File: src/rtl/seg7_display_mux.sv
// Multiplexed 7-segment driver: hex or binary-to-BCD (double-dabble) display
// register, leading-zero blanking, decimal points and a fixed-rate digit scan.
module seg7_display_mux #(
  parameter  int NUM_DIGITS  = 8,
  parameter  int REFRESH_DIV = 100000,
  localparam int W           = 4 * NUM_DIGITS
) (
  input  logic                  Clk,
  input  logic                  Reset,
  input  logic                  load,
  input  logic [W-1:0]          data_in,
  input  logic                  mode,
  input  logic                  blank_lz,
  input  logic [NUM_DIGITS-1:0] dp_in,
  output logic                  busy,
  output logic                  ovf,
  output logic [6:0]            out7,
  output logic                  dp_out,
  output logic [NUM_DIGITS-1:0] en_out,
  output logic                  state_dbg
);

  localparam int IW = $clog2(W + 1);
  localparam int RW = $clog2(REFRESH_DIV);
  localparam int XW = $clog2(NUM_DIGITS);

  typedef enum logic {IDLE = 1'b0, CONV = 1'b1} state_t;

  // Handshake: load is a one-cycle strobe, accepted only on an edge where
  // busy is low; a strobe seen while busy is high is dropped without effect.
  state_t                state;
  logic [W-1:0]          bin_q, bcd_q, disp_q;
  logic [NUM_DIGITS-1:0] dp_q, dp_pend_q;
  logic                  ovf_acc_q;
  logic [IW-1:0]         iter_q;
  logic [RW-1:0]         refresh_q;
  logic [XW-1:0]         idx_q;

  logic [W-1:0]          bcd_adj, bcd_next, bin_next;
  logic                  carry;
  logic [NUM_DIGITS-1:0] lz;
  logic                  above, blank;
  logic [3:0]            digit;
  logic [6:0]            seg_next;
  logic                  dp_next;
  logic [NUM_DIGITS-1:0] en_next;

  assign busy      = (state == CONV);
  assign state_dbg = state;

  function automatic logic [6:0] hex7(input logic [3:0] v);
    case (v)
      4'h0: hex7 = 7'h40;  4'h1: hex7 = 7'h79;  4'h2: hex7 = 7'h24;  4'h3: hex7 = 7'h30;
      4'h4: hex7 = 7'h19;  4'h5: hex7 = 7'h12;  4'h6: hex7 = 7'h02;  4'h7: hex7 = 7'h78;
      4'h8: hex7 = 7'h00;  4'h9: hex7 = 7'h10;  4'hA: hex7 = 7'h08;  4'hB: hex7 = 7'h03;
      4'hC: hex7 = 7'h46;  4'hD: hex7 = 7'h21;  4'hE: hex7 = 7'h06;  default: hex7 = 7'h0E;
    endcase
  endfunction

  // One double-dabble step; the carry out of the top digit is a multiple of
  // 10^NUM_DIGITS, so dropping it leaves value mod 10^NUM_DIGITS.
  always_comb begin
    bcd_adj = bcd_q;
    for (int d = 0; d < NUM_DIGITS; d++) begin
      if (bcd_q[4*d +: 4] >= 4'd5) bcd_adj[4*d +: 4] = bcd_q[4*d +: 4] + 4'd3;
    end
    {carry, bcd_next} = {bcd_adj, bin_q[W-1]};
    bin_next = {bin_q[W-2:0], 1'b0};
  end

  always_comb begin
    lz    = '0;
    above = 1'b1;
    for (int d = NUM_DIGITS - 1; d >= 0; d--) begin
      above = above && (disp_q[4*d +: 4] == 4'd0);
      lz[d] = above;
    end
    digit    = disp_q[{idx_q, 2'b00} +: 4];
    blank    = blank_lz && (idx_q != '0) && !dp_q[idx_q] && lz[idx_q];
    seg_next = blank ? 7'h7F : hex7(digit);
    dp_next  = blank ? 1'b1 : ~dp_q[idx_q];
    en_next  = ~(NUM_DIGITS'(1) << idx_q);
  end

  always_ff @(posedge Clk or posedge Reset) begin
    if (Reset) begin
      state     <= IDLE;
      bin_q     <= '0;
      bcd_q     <= '0;
      disp_q    <= '0;
      dp_q      <= '0;
      dp_pend_q <= '0;
      ovf_acc_q <= 1'b0;
      ovf       <= 1'b0;
      iter_q    <= '0;
      refresh_q <= '0;
      idx_q     <= '0;
      out7      <= 7'h7F;
      dp_out    <= 1'b1;
      en_out    <= '1;
    end else begin
      if (refresh_q == RW'(REFRESH_DIV - 1)) begin
        refresh_q <= '0;
        idx_q     <= (idx_q == XW'(NUM_DIGITS - 1)) ? '0 : idx_q + XW'(1);
      end else begin
        refresh_q <= refresh_q + RW'(1);
      end
      out7   <= seg_next;
      dp_out <= dp_next;
      en_out <= en_next;

      case (state)
        IDLE: begin
          if (load) begin
            if (mode) begin
              bin_q     <= data_in;
              bcd_q     <= '0;
              dp_pend_q <= dp_in;
              ovf_acc_q <= 1'b0;
              iter_q    <= '0;
              state     <= CONV;
            end else begin
              disp_q <= data_in;
              dp_q   <= dp_in;
              ovf    <= 1'b0;
            end
          end
        end
        CONV: begin
          // Display, dp and ovf change together on the last step only.
          if (iter_q == IW'(W - 1)) begin
            disp_q <= bcd_next;
            dp_q   <= dp_pend_q;
            ovf    <= ovf_acc_q | carry;
            state  <= IDLE;
          end else begin
            bcd_q     <= bcd_next;
            bin_q     <= bin_next;
            ovf_acc_q <= ovf_acc_q | carry;
            iter_q    <= iter_q + IW'(1);
          end
        end
        default: state <= IDLE;
      endcase
    end
  end

endmodule

File: config.mk
export PLATFORM = sky130hd
export DESIGN_NAME = seg7_display_mux
export DESIGN_NICKNAME = d
export VERILOG_FILES = /design/src/rtl/seg7_display_mux.sv
export SDC_FILE = /design/constraint.sdc
export NUM_CORES = 1
export LEC_CHECK = 0
export CORE_ASPECT_RATIO = 0.7
export CORE_UTILIZATION = 51
export CTS_BUF_LIST = sky130_fd_sc_hd__clkbuf_8 sky130_fd_sc_hd__clkbuf_16
export DETAILED_ROUTE_END_ITERATION = 10
export GPL_TIMING_DRIVEN = 0
export HOLD_SLACK_MARGIN = 0.15
export PLACE_DENSITY = 0.72
export SYNTH_ARGS = -nofsm -noshare
export SYNTH_HDL_FRONTEND = slang
export SYNTH_SLANG_ARGS = --single-unit
export TNS_END_PERCENT = 5
File: constraint.sdc
create_clock -name Clk -period 13.7 [get_ports Clk]
set_input_delay 2.055 -clock Clk [delete_from_list [all_inputs] [get_ports Clk]]
set_output_delay 2.055 -clock Clk [all_outputs]
set_load 0.1 [all_outputs]
==> results.toml <==
[synthesis]
async_flop_share_pct = 100
synth_warnings = 0
ys_seq_elements = 157
synth.area.top_cells = "dfrtp_1 44%, nand2_1 8.3%, o21ai_1 5.3%"
syn_inst = 844
yosysMostFrequentCell = "nand2_1"
synth_edf_count = 0
yosysSeqAreaShare_pct = 49.3
syn_nets = 919
synth_common_cells = "177 x nand2_1, 141 x dfrtp_1, 85 x o21ai_1"
synth_area_mm2 = 0.00801
syn_avg_cell_area_um2 = 9.49
synth_flop_cell = "dfrtp_1"
synth_area_leader_cell = "dfrtp_1"
yosysUniqueCellTypes = 54
yosys.area.top_type_share_pct = 44.1

[global_routing]
grt_pass1_wl_um = 34500
grt_max_degree = 83
grt_pass1_vias = 6233
grt-ovfl-total = 0
antenna_found_initial = 0
track_usage_pct = 28.7

[routing]
via_per_inst = 5.88
dr.first_iter.drc_count = 600
drc = 0
routedWlPerCell_um = 19.0
drt_wl_total_um = 21500
first_pass_iters = 8
num_vias = 6674
ant_nets = 0

[pwr]
ir_drop_uv = 94.2
swShare_pct = 42.1
p_int_w = 0.00121
p_sw_w = 0.000882
p_seq_share_pct = 36.4
p_per_area_mw_per_mm2 = 220
p_comb_share_pct = 39.9
p_clk_share_pct = 23.7
p_total_w = 0.00210
leakage_nw = 4.19

[cts]
clock_latency_ps = 420
cts.sinks = 157
root_buffer = "clkbuf_16"
cts_setup_buffers = 0
h-tree-depth = 4
clkSlewWorstSetupHoldPaths_ps = 70
cts.path.max_buffers = 2
cts-buffers-inserted = 17
cts_resized = 0
cts_tree = "yes"
holdBufCountCts = 0

[setup_path]
worstPathMaxFanout = 1
cpPeakStageDelay_ps = 1120
worstPathArrival_ps = 2060
crit_required_ps = 11640
critical-path-top-delay-family = "buffers and inverters"
cp-start-kind = "flip-flop"
cpMaxStageDelayCell = "clkdlybuf4s50_1"
crit_path_end_kind = "primary output"
path_cells = "clkdlybuf4s50_1"
critPathKind = "reg -> out"
timing.critical_path.buf_inv = 1

[timing]
worstMarginPinSlew_ps = 1150
grt_setup_unrepaired = "no"
maxSlewHeadroom_pct = 23.0
fmax_mhz = 243
report.final.slew_viol_count = 0
setup_tns_ps = 0
finalCritPeriodShare_pct = 30.1
setup_violations = 0
min_period_ps = 4120
skew_ps = 10.0
finalHoldViolations = 0
holdWs_ps = 475

[place]
dpl.hpwl_um = 15100
port-buffer-count = 63
gp_congestion = 0.896
place_inst = 1103

[cells_and_area]
instances_no_fill = 1135
insertedDiodeCount = 0
drive_above_1_share_pct = 9.26
nNetsFinal = 1002
fill_cells = 1264
synthToLayoutAreaGrowth_pct = 18.9

[floorplan]
start_util_pct = 53.4
rows = 37
dieArea_mm2 = 0.0162
die_w_um = 152
die_h_um = 107
io-pin-count = 64
core_mm2 = 0.0150

[status]
run_status = "finished, final reports clean"

[min_path]
hold_class = "reg -> reg"

[flow_run]
max_cap_viol_count = 0
-- kinds of logic (layout without fill, tap and decap cells) --
group	count (synthesis)	after routing	share of synthesized area [%]
muxes	34	34	6.34
and+or+nand+nor	316	316	17.7
AOI/OAI and AO/OA	200	200	14.5
xor gates and xnor gates	31	31	3.39
adders and majority gates	30	30	4.69
DFF	157	157	49.3
buffers and inverters	76	172	4.08
-- worst min-delay path: stages (launching register included) --
cell and delay, ps:
dfrtp_1 340, nand2_1 50, nand2_1 60
-- area by class of cell --
type                       count  area [um2]  area share, %
multi-input combinational    611        3730           39.2
sequential                   157        3950           41.5
clock buffer                  18         439           4.61
timing repair buffer          64         658           6.91
buffer                        45         210           2.21
tap                          195         244           2.56
clock inverter                14         168           1.76
inverter                      31         121           1.27
-- flip-flops by register name, summed over array words and instances, names as in the netlist --
| signal | flops |
|---|---|
| ovf | 1 |
| refresh_q | 17 |
| iter_q | 6 |
| ovf_acc_q | 1 |
| idx_q | 3 |
| bcd_q | 32 |
| dp_q | 8 |
| out7 | 7 |
| disp_q | 32 |
| dp_out | 1 |
| en_out | 8 |
| dp_pend_q | 8 |
| bin_q | 32 |
| busy | 1 |
-- final timing paths --
kind	start	to	slack, ps	cells after the start
worst max register to register	idx_q[0]$_DFFE_PP0N_	out7[5]$_DFF_PP1_	10960	8
worst min-delay path	dp_pend_q[6]$_DFFE_PP0P_	dp_pend_q[6]$_DFFE_PP0P_	480	2
min in group asynchronous	Reset	refresh_q[13]$_DFF_PP0_	2120	2
max in group asynchronous	Reset	iter_q[0]$_DFFE_PP0P_	10710	3
worst max-delay path	en_out[3]$_DFF_PP1_	en_out[3]	9580	1
worst min register to register	dp_pend_q[6]$_DFFE_PP0P_	dp_pend_q[6]$_DFFE_PP0P_	480	2
-- layer usage --
layer | vias up | track usage (%) | part of all wire [%]
met5 | - | 0 | 0
met2 | 311 | 40.9 | 42
met4 | 0 | 10.0 | 2.4
li1 | 3079 | - | -
met3 | 49 | 6.13 | 9.2
met1 | 3235 | 42.9 | 47
-- cell usage in the layout (no fill, tap or decap), types with 5 or more instances in the layout --
| master | instances |
|---|---|
| o21ai_1 | 85 |
| nand4_1 | 9 |
| nor4_1 | 6 |
| dfstp_2 | 16 |
| a31oi_1 | 31 |
| o22ai_1 | 8 |
| nor2b_1 | 17 |
| buf_2 | 15 |
| clkbuf_16 | 17 |
| dfrtp_1 | 141 |
| xnor2_1 | 25 |
| nor3b_1 | 8 |
| o21ai_0 | 18 |
| nand2_1 | 177 |
| mux4_2 | 7 |
| clkbuf_1 | 25 |
| a21o_1 | 9 |
| ha_1 | 30 |
| mux2i_1 | 20 |
| nand3_1 | 18 |
| clkdlybuf4s50_1 | 63 |
| a21oi_1 | 27 |
| o211ai_1 | 9 |
| nand2b_1 | 10 |
| xor2_1 | 6 |
| inv_1 | 28 |
| nor3_1 | 5 |
| clkinvlp_4 | 5 |
| nor2_1 | 50 |
-- per-stage QoR --
step | cell area (um2) | worst slack, ps | utilization (%)
finish | 9520 | 9580 | 63.5
global route | 9520 | 9530 | 63.5
CTS | 9520 | 9570 | 63.5
detailed placement | 8920 | 9540 | 59.4
global placement | 8880 | 5280 | 59.2
floorplan | 8010 | 7440 | -
-- power by group through the flow --
stage          Clock [W]  Sequential [W]  Combinational [W]
6_report        0.000496        0.000763           0.000837
5_1_grt         0.000516        0.000780           0.000919
4_1_cts         0.000496        0.000758           0.000829
3_5_place_dp           0        0.000763           0.000821
3_3_place_gp           0        0.000759           0.000801
2_1_floorplan          0        0.000814           0.000517
(Power assumes the default switching activity.)
